## config.mk

```make
export PLATFORM = sky130hd
export DESIGN_NAME = clk_div_ctrl
export DESIGN_NICKNAME = d
export VERILOG_FILES = /design/src/rtl/clk_div_ctrl.sv
export SDC_FILE = /design/constraint.sdc
export NUM_CORES = 1
export LEC_CHECK = 0
export BUFFER_PORTS_ARGS = -buffer_cell sky130_fd_sc_hd__buf_2
export CAP_MARGIN = 20
export CORE_ASPECT_RATIO = 0.9
export CORE_MARGIN = 2
export CORE_UTILIZATION = 41
export DETAILED_ROUTE_END_ITERATION = 12
export PLACE_DENSITY = 0.75
export SYNTH_ARGS = -nofsm -noshare
export SYNTH_HDL_FRONTEND = slang
export SYNTH_SLANG_ARGS = --single-unit
export TNS_END_PERCENT = 100
```

## constraint.sdc

```tcl
create_clock -name clk -period 6.6 [get_ports clk]
set_input_delay 1.32 -clock clk [delete_from_list [all_inputs] [get_ports clk]]
set_output_delay 1.32 -clock clk [all_outputs]
set_load 0.05 [all_outputs]
```

## src/rtl/clk_div_ctrl.sv

```systemverilog
`default_nettype none
// +--------------------------------------------------------------------------+
// | Module : clk_div_ctrl                                                     |
// | Brief  : Programmable integer clock-enable divider. The divisor changes   |
// |          only at period boundaries. Start and stop are graceful.          |
// |          Optional macro CLKDIV_TICK_EN adds rise_tick / period_cnt.       |
// | Rev    : 1.0                                                             |
// +--------------------------------------------------------------------------+
module clk_div_ctrl #(
  parameter int DIV_W       = 4,
  parameter int DEFAULT_DIV = 3
) (
  input  logic             clk,
  input  logic             reset,
  input  logic             en,
  input  logic             div_req,
  input  logic [DIV_W-1:0] div_val,
  output logic             div_ack,
  output logic             div_err,
  output logic             div_busy,
  output logic [DIV_W-1:0] active_div,
  output logic [DIV_W-1:0] cnt,
  output logic             clk_out
`ifdef CLKDIV_TICK_EN
  ,
  output logic             rise_tick,
  output logic [15:0]      period_cnt
`endif
);

  localparam logic [1:0] c_ST_IDLE = 2'd0;
  localparam logic [1:0] c_ST_RUN  = 2'd1;
  localparam logic [1:0] c_ST_STOP = 2'd2;

  logic [1:0]       r_state;
  logic [DIV_W-1:0] r_cnt;
  logic             r_clk_out;
  logic [DIV_W-1:0] r_active_div;
  logic [DIV_W-1:0] r_pend_div;
  logic             r_busy;
  logic             r_ack;
  logic             r_err;

  logic             w_running;
  logic             w_wrap;
  logic             w_apply;
  logic             w_bad;
  logic             w_take;
  logic [1:0]       w_state_nxt;
  logic [DIV_W-1:0] w_cnt_nxt;
  logic [DIV_W-1:0] w_div_nxt;
  logic [DIV_W:0]   w_half_nxt;
  logic             w_high_nxt;

  assign w_running = (r_state != c_ST_IDLE);
  assign w_wrap    = w_running && (r_cnt == (r_active_div - DIV_W'(1)));

  // A pending divisor is applied at a wrap, or on the next edge while idle.
  assign w_apply   = r_busy && (!w_running || w_wrap);
  assign w_bad     = div_req && (div_val < DIV_W'(2));
  assign w_take    = div_req && !w_bad && !r_busy;
  assign w_div_nxt = w_apply ? r_pend_div : r_active_div;

  always_comb begin
    w_state_nxt = r_state;
    case (r_state)
      c_ST_IDLE: if (en) w_state_nxt = c_ST_RUN;
      c_ST_RUN:  if (!en) w_state_nxt = c_ST_STOP;
      c_ST_STOP: begin
        if (en)          w_state_nxt = c_ST_RUN;
        else if (w_wrap) w_state_nxt = c_ST_IDLE;
      end
      default:   w_state_nxt = c_ST_IDLE;
    endcase
  end

  assign w_cnt_nxt  = (w_running && !w_wrap) ? (r_cnt + DIV_W'(1)) : '0;

  // High time is ceil(N/2); one extra bit keeps N = 2^DIV_W-1 from overflowing.
  assign w_half_nxt = ({1'b0, w_div_nxt} + (DIV_W+1)'(1)) >> 1;
  assign w_high_nxt = (w_state_nxt != c_ST_IDLE) && ({1'b0, w_cnt_nxt} < w_half_nxt);

  always_ff @(posedge clk) begin
    if (!reset) begin
      r_state      <= c_ST_IDLE;
      r_cnt        <= '0;
      r_clk_out    <= 1'b0;
      r_active_div <= DIV_W'(DEFAULT_DIV);
      r_pend_div   <= '0;
      r_busy       <= 1'b0;
      r_ack        <= 1'b0;
      r_err        <= 1'b0;
    end else begin
      r_state      <= w_state_nxt;
      r_cnt        <= w_cnt_nxt;
      r_clk_out    <= w_high_nxt;
      r_active_div <= w_div_nxt;
      r_ack        <= w_apply;
      r_err        <= w_bad;
      if (w_take) begin
        r_pend_div <= div_val;
        r_busy     <= 1'b1;
      end else if (w_apply) begin
        r_busy     <= 1'b0;
      end
    end
  end

  assign div_ack    = r_ack;
  assign div_err    = r_err;
  assign div_busy   = r_busy;
  assign active_div = r_active_div;
  assign cnt        = r_cnt;
  assign clk_out    = r_clk_out;

`ifdef CLKDIV_TICK_EN
  logic        r_rise_tick;
  logic [15:0] r_period_cnt;

  always_ff @(posedge clk) begin
    if (!reset) begin
      r_rise_tick  <= 1'b0;
      r_period_cnt <= '0;
    end else begin
      r_rise_tick <= (w_state_nxt != c_ST_IDLE) && (w_cnt_nxt == '0);
      if (w_wrap) r_period_cnt <= r_period_cnt + 16'd1;
    end
  end

  assign rise_tick  = r_rise_tick;
  assign period_cnt = r_period_cnt;
`endif

endmodule
`default_nettype wire

```

* Yosys cells after proc, flatten, opt, wreduce, memory -nomap -nowiden
Index checks and enable logic that the tools add are counted.
** Storage, ports and cells
- Register bits after elaboration :: 18
- Bits of input ports :: 8
- Output and inout bits :: 12
- Logic and storage cells :: 41
** Operators by class
- Add/subtract/negate cells :: 3
- $lt $le $gt $ge :: 2
- Equal/unequal tests :: 3
- Mux-type cells :: 9
- Reduce and logical (&&, ||, !) cells :: 16
** Operator list (number)
- 2-bit 2-to-1 mux :: 4
- 4-bit 2-to-1 mux :: 2
- 1-bit logical AND :: 7
- 2-bit case mux with 3 select lines :: 1
- 2-bit nonzero test :: 3
- 4-bit by 1-bit adder with 5-bit output, second input constant :: 1
- 4-bit by 1-bit adder with 4-bit output, second input constant :: 1
- 4-bit == test :: 1
- 1-bit logical NOT :: 4
- 4-bit by 2-bit less-than comparator with 1-bit output, second input constant :: 1
- 4-bit less-than comparator :: 1
- 4-bit by 1-bit subtractor with 4-bit output, second input constant :: 1
- 2-bit by 1-bit == test with 1-bit output, second input constant :: 1
- 2-bit == test, second input constant :: 1
- 2-bit logical NOT :: 1
- 1-bit 2-to-1 mux :: 2
- 1-bit logical OR :: 1

* Longest topological paths before layout
- Depth in word-level cells :: 9
- Gate-level depth with buffers :: 14
- Depth with buffers taken out :: 13

* Least setup slack after synthesis
OpenSTA, ideal clock, no wires.
- Kind :: reg2reg
- Start point :: reg r_active_div[0], in the netlist active_div[0]
- End point :: reg r_clk_out, in the netlist clk_out
- Arrival time :: 3383 ps
- Setup slack :: 3157 ps
- Cell stages (with the launch flop) :: 15
- Path buffers :: 1
- Period minus slack after synthesis :: 3443 ps
- Path through :: dfxtp_1 -> inv_1 -> ha_1 -> xor2_1 -> and2_0 -> a32o_2 -> buf_6 -> mux2_4 -> ha_1 -> xor2_1 -> ha_1 -> o211ai_1 -> a21oi_1 -> a2111oi_0 -> and3_1
** Between the ends
- Word-level cells in the longest chain between the ends :: 9
- Elaborated cells on any way between the ends :: 16
- Those cells by class :: add/sub (2); order compare (1); eq/ne (1); mux (5); reduce/logical (7)
** Ends and longest elaborated chain
- from (decl) :: RTL line 38 : logic [DIV_W-1:0] r_active_div;
- from (signal assigned) :: RTL line 88 : r_active_div <= DIV_W'(DEFAULT_DIV);
- from (signal assigned) :: RTL line 97 : r_active_div <= w_div_nxt;
- 4-bit by 1-bit subtractor with 4-bit output :: RTL line 56 : assign w_wrap = w_running && (r_cnt == (r_active_div - DIV_W'(1)));
- 4-bit == test :: RTL line 56
- 1-bit logical AND :: RTL line 56
- 1-bit logical OR :: RTL line 59 : assign w_apply = r_busy && (!w_running || w_wrap);
- 1-bit logical AND :: RTL line 59
- 4-bit 2-to-1 mux :: RTL line 62 : assign w_div_nxt = w_apply ? r_pend_div : r_active_div;
- via w_div_nxt[1] :: RTL line 51 : logic [DIV_W-1:0] w_div_nxt;
- 4-bit by 1-bit adder with 5-bit output :: RTL line 80 : assign w_half_nxt = ({1'b0, w_div_nxt} + (DIV_W+1)'(1)) >> 1;
- 4-bit less-than comparator :: RTL line 81 : assign w_high_nxt = (w_state_nxt != c_ST_IDLE) && ({1'b0, w_cnt_nxt} < w_half_nxt);
- 1-bit logical AND :: RTL line 81
- to (signal assigned) :: RTL line 96 : r_clk_out <= w_high_nxt;
- to (decl) :: RTL line 37 : logic r_clk_out;
The timed path passes the listed nets, and every way through them passes these cells.
A chain may end at the register's enable or synchronous reset.

* Worst setup path in the final report
Ends and elaborated chain as after synthesis.

==> results.md <==
* Status: finished, final reports clean
* Max-cap violations at 0
* Switch share at between 30% and 40%
* Global route overflow at 0
* Setup TNS at 0 ps
* F_max at 0.289 GHz
* GRT Total Usage at approximately 16%
* Multi-input logic area at 539 um^2
* Clock skew at ~3.5 ps
* First-pass GRT wire length at a little over 3 mm
* CTS clk-pin slew, worst paths at ~100 ps
* Ratio of cells with drive above 1 in the final layout at 22.5%
* Max H-tree Level at 1
* P_sw at ~0.00008 W
* Hold Crit Class: flip-flop to flip-flop
* Placement Rows at 16
* Num Clock Sinks at 18
* Int Power at roughly 0.00016 W
* Later-pin clock latency in the skew report at 290 ps
* DR vias/cell at approximately 5.0
* DIE AREA at ~2700 um^2
* HPWL after DPL at approximately 1.4 mm
* Ant. Diodes at 0
* Post-synthesis sequential area ratio at roughly two fifths
* DRC viols at 0
* Die width at around 54 um
* Num CTS Buffers at 3
* Combinational share of power at 27.3%
* Yosys top cell area share at 38.4%
* Fin util at just under 50%
* Clk pwr share at around 22%
* Core area at approximately 2200 um^2
* RSZ-0062 raised after global routing: no
* Final Hold Fails at 0
* Largest net degree at the start of global routing at 12
* Final setup viols at 0
* Pins Over Slew Limit at 0
* Leakage at a little over 0.5 nW
* Mapped Cells at 100
* Seq pwr share at about half
* Syn nets at 114
* WS Path Type: flip-flop to flip-flop
* VDD IR-drop max at approximately 180 uV
* Routed Antenna Nets at 0
* Top cell type by total area after synthesis: dfxtp_1
* Chip height at between 40 and 50 um
* Synth-to-Final Area Change at 14.0%
* Vias in the first global route at 686
* Slew of the pin with the lowest slew margin at between 800 and 900 ps
* Mapped Avg Cell Area at about 9.4 um^2
* Hold_buf cts at 0
* CP endpoint kind: flip-flop
* Worst EP required at between 6000 and 7000 ps
* Post_cts resized at 0
* Total number of vias at about 730
* CP max FO at 9
* Deepest clock path buffer count at 2
* Wirelength per Cell at between 10 and 15 um
* Initial DRT Pass Iterations at 3
* WL final at ~1.8 mm
* Number of nets in the layout at roughly 140
* Critical Path AT at ~3700 ps
* Setup Fix Bufs, Post-CTS at 0
* CTS tree: built
* Placer Congestion at ~0.80
* Port Buffers at 19
* Startpoint types: flip-flop
* CTS Root Cell: clkbuf_4
* Top cells by area, synth: dfxtp_1 38%, ha_1 8.0%, mux2i_1 6.4%, nor2_1 5.6%, xor2_1 5.6%
* I/O pins at 20
* Relative slew slack at 44.5%
* Post-layout minimum cycle time at approximately 3500 ps
* Synth unique cells at 30
* Cell area after synthesis at ~940 um^2
* Starting Density at a little over two fifths
* First DRT Iteration DRCs at 5
* Register area at roughly 360 um^2
* Antenna violations before repair at 0
* Layout fillers at 200
* Number of synthesized register bits at 18
* Yosys warnings at 0
* Fin crit share at 52.4%
* Pwr Density at around 230 nW/um^2
==> final cells by class <==
cell class | count | area share (%)
Timing Repair Buffer | 19 | 8.89
Inverter | 5 | 1.75
Multi-Input combinational cell | 75 | 50.4
Sequential cell | 18 | 33.7
Clock buffer | 3 | 2.11
Tap cell | 27 | 3.16
==> cell families after synthesis <==
| logic type | Yosys count | share of synthesized area (%) |
|---|---|---|
| xor+xnor | 10 | 10.8 |
| buf+inv | 7 | 4.13 |
| simple gates | 40 | 21.2 |
| flops | 18 | 38.4 |
| compound gates | 11 | 7.87 |
| fa+ha+maj | 6 | 8.00 |
| mux | 8 | 9.60 |
==> power by group through the flow <==
stage,Clock [W],Combinational [W],Sequential [W]
after global placement,0,0.0000638,0.000124
after floorplan,0,0.0000376,0.000138
after detailed placement,0,0.0000653,0.000125
after CTS,0.0000563,0.0000662,0.000122
final,0.0000536,0.0000660,0.000122
after global routing,0.0000614,0.0000720,0.000123
==> registers in the layout, indices dropped and copies added, names as in the netlist <==
name	count
r_pend_div	4
div_err	1
r_state	2
cnt	4
active_div	4
div_busy	1
clk_out	1
div_ack	1
==> final timing paths <==
path | start | end | slack, ps | cells past startpoint
worst max-delay path | active_div[0]$_SDFF_PN1_ | clk_out$_SDFF_PN0_ | 3140 | 13
worst min-delay path | r_state[1]$_SDFF_PN0_ | r_state[0]$_SDFF_PN0_ | 480 | 1
worst max register to register | active_div[0]$_SDFF_PN1_ | clk_out$_SDFF_PN0_ | 3140 | 13
worst min register to register | r_state[1]$_SDFF_PN0_ | r_state[0]$_SDFF_PN0_ | 480 | 1
==> layer usage <==
metal  share of wire (%)  vias to the layer above  global-route usage [%]
met4                0.54                        0                    3.75
li1                    -                      382                       -
met2                  43                       15                    23.7
met5                   0                        -                       0
met1                  50                      335                    20.6
met3                 5.6                        2                    6.75
==> Yosys cell counts (all sizes together) <==
library cell and number:
a2111oi 1, a211o 1, a211oi 1, a21oi 5, a32o 1, and2 4
and3 5, buf 1, dfxtp 18, dlygate4sd1 1, ha 6, inv 5
mux2 2, mux2i 6, nand2 5, nand2b 1, nand3 4, nor2 14
nor2b 2, nor3 2, nor3b 1, o211ai 1, o21ai 1, or2 2
xnor2 3, xnor3 1, xor2 6
==> metrics by stage <==
| step | total power [W] | cells | hold WS, ps | instance area, um^2 | worst slack, ps |
|---|---|---|---|---|---|
| finish | 0.000242 | 147 | 475 | 1070 | 3140 |
| global route | 0.000257 | 147 | 496 | 1070 | 2940 |
| CTS | 0.000244 | 147 | 474 | 1070 | 3110 |
| detailed placement | 0.000190 | 144 | 459 | 1050 | 3150 |
| global placement | 0.000188 | 144 | 444 | 1050 | 3270 |
| floorplan | 0.000176 | 100 | 425 | 938 | 3160 |
==> cell usage in the layout (no fill, tap or decap), drive strengths merged, types with 2 or more instances in the layout <==
master	Yosys	routed
and3	5	5
nor2	14	14
and2	4	4
nand2	5	5
dfxtp	18	18
or2	2	2
inv	5	5
nor2b	2	2
xor2	6	6
buf	1	19
nand3	4	4
mux2i	6	6
mux2	2	2
xnor2	3	3
nor3	2	2
ha	6	6
clkbuf	0	3
a21oi	5	5
==> critical path: stages, from the launching register on <==
cell,delay (ps)
dfxtp_1,460
inv_1,70
ha_1,310
xor2_1,170
and2_0,170
a32o_2,350
mux2_4,330
ha_1,220
xor2_1,160
ha_1,280
o211ai_1,230
a21oi_1,60
a2111oi_0,390
and3_1,210
Note: power is estimated with default switching activity, not from simulation.
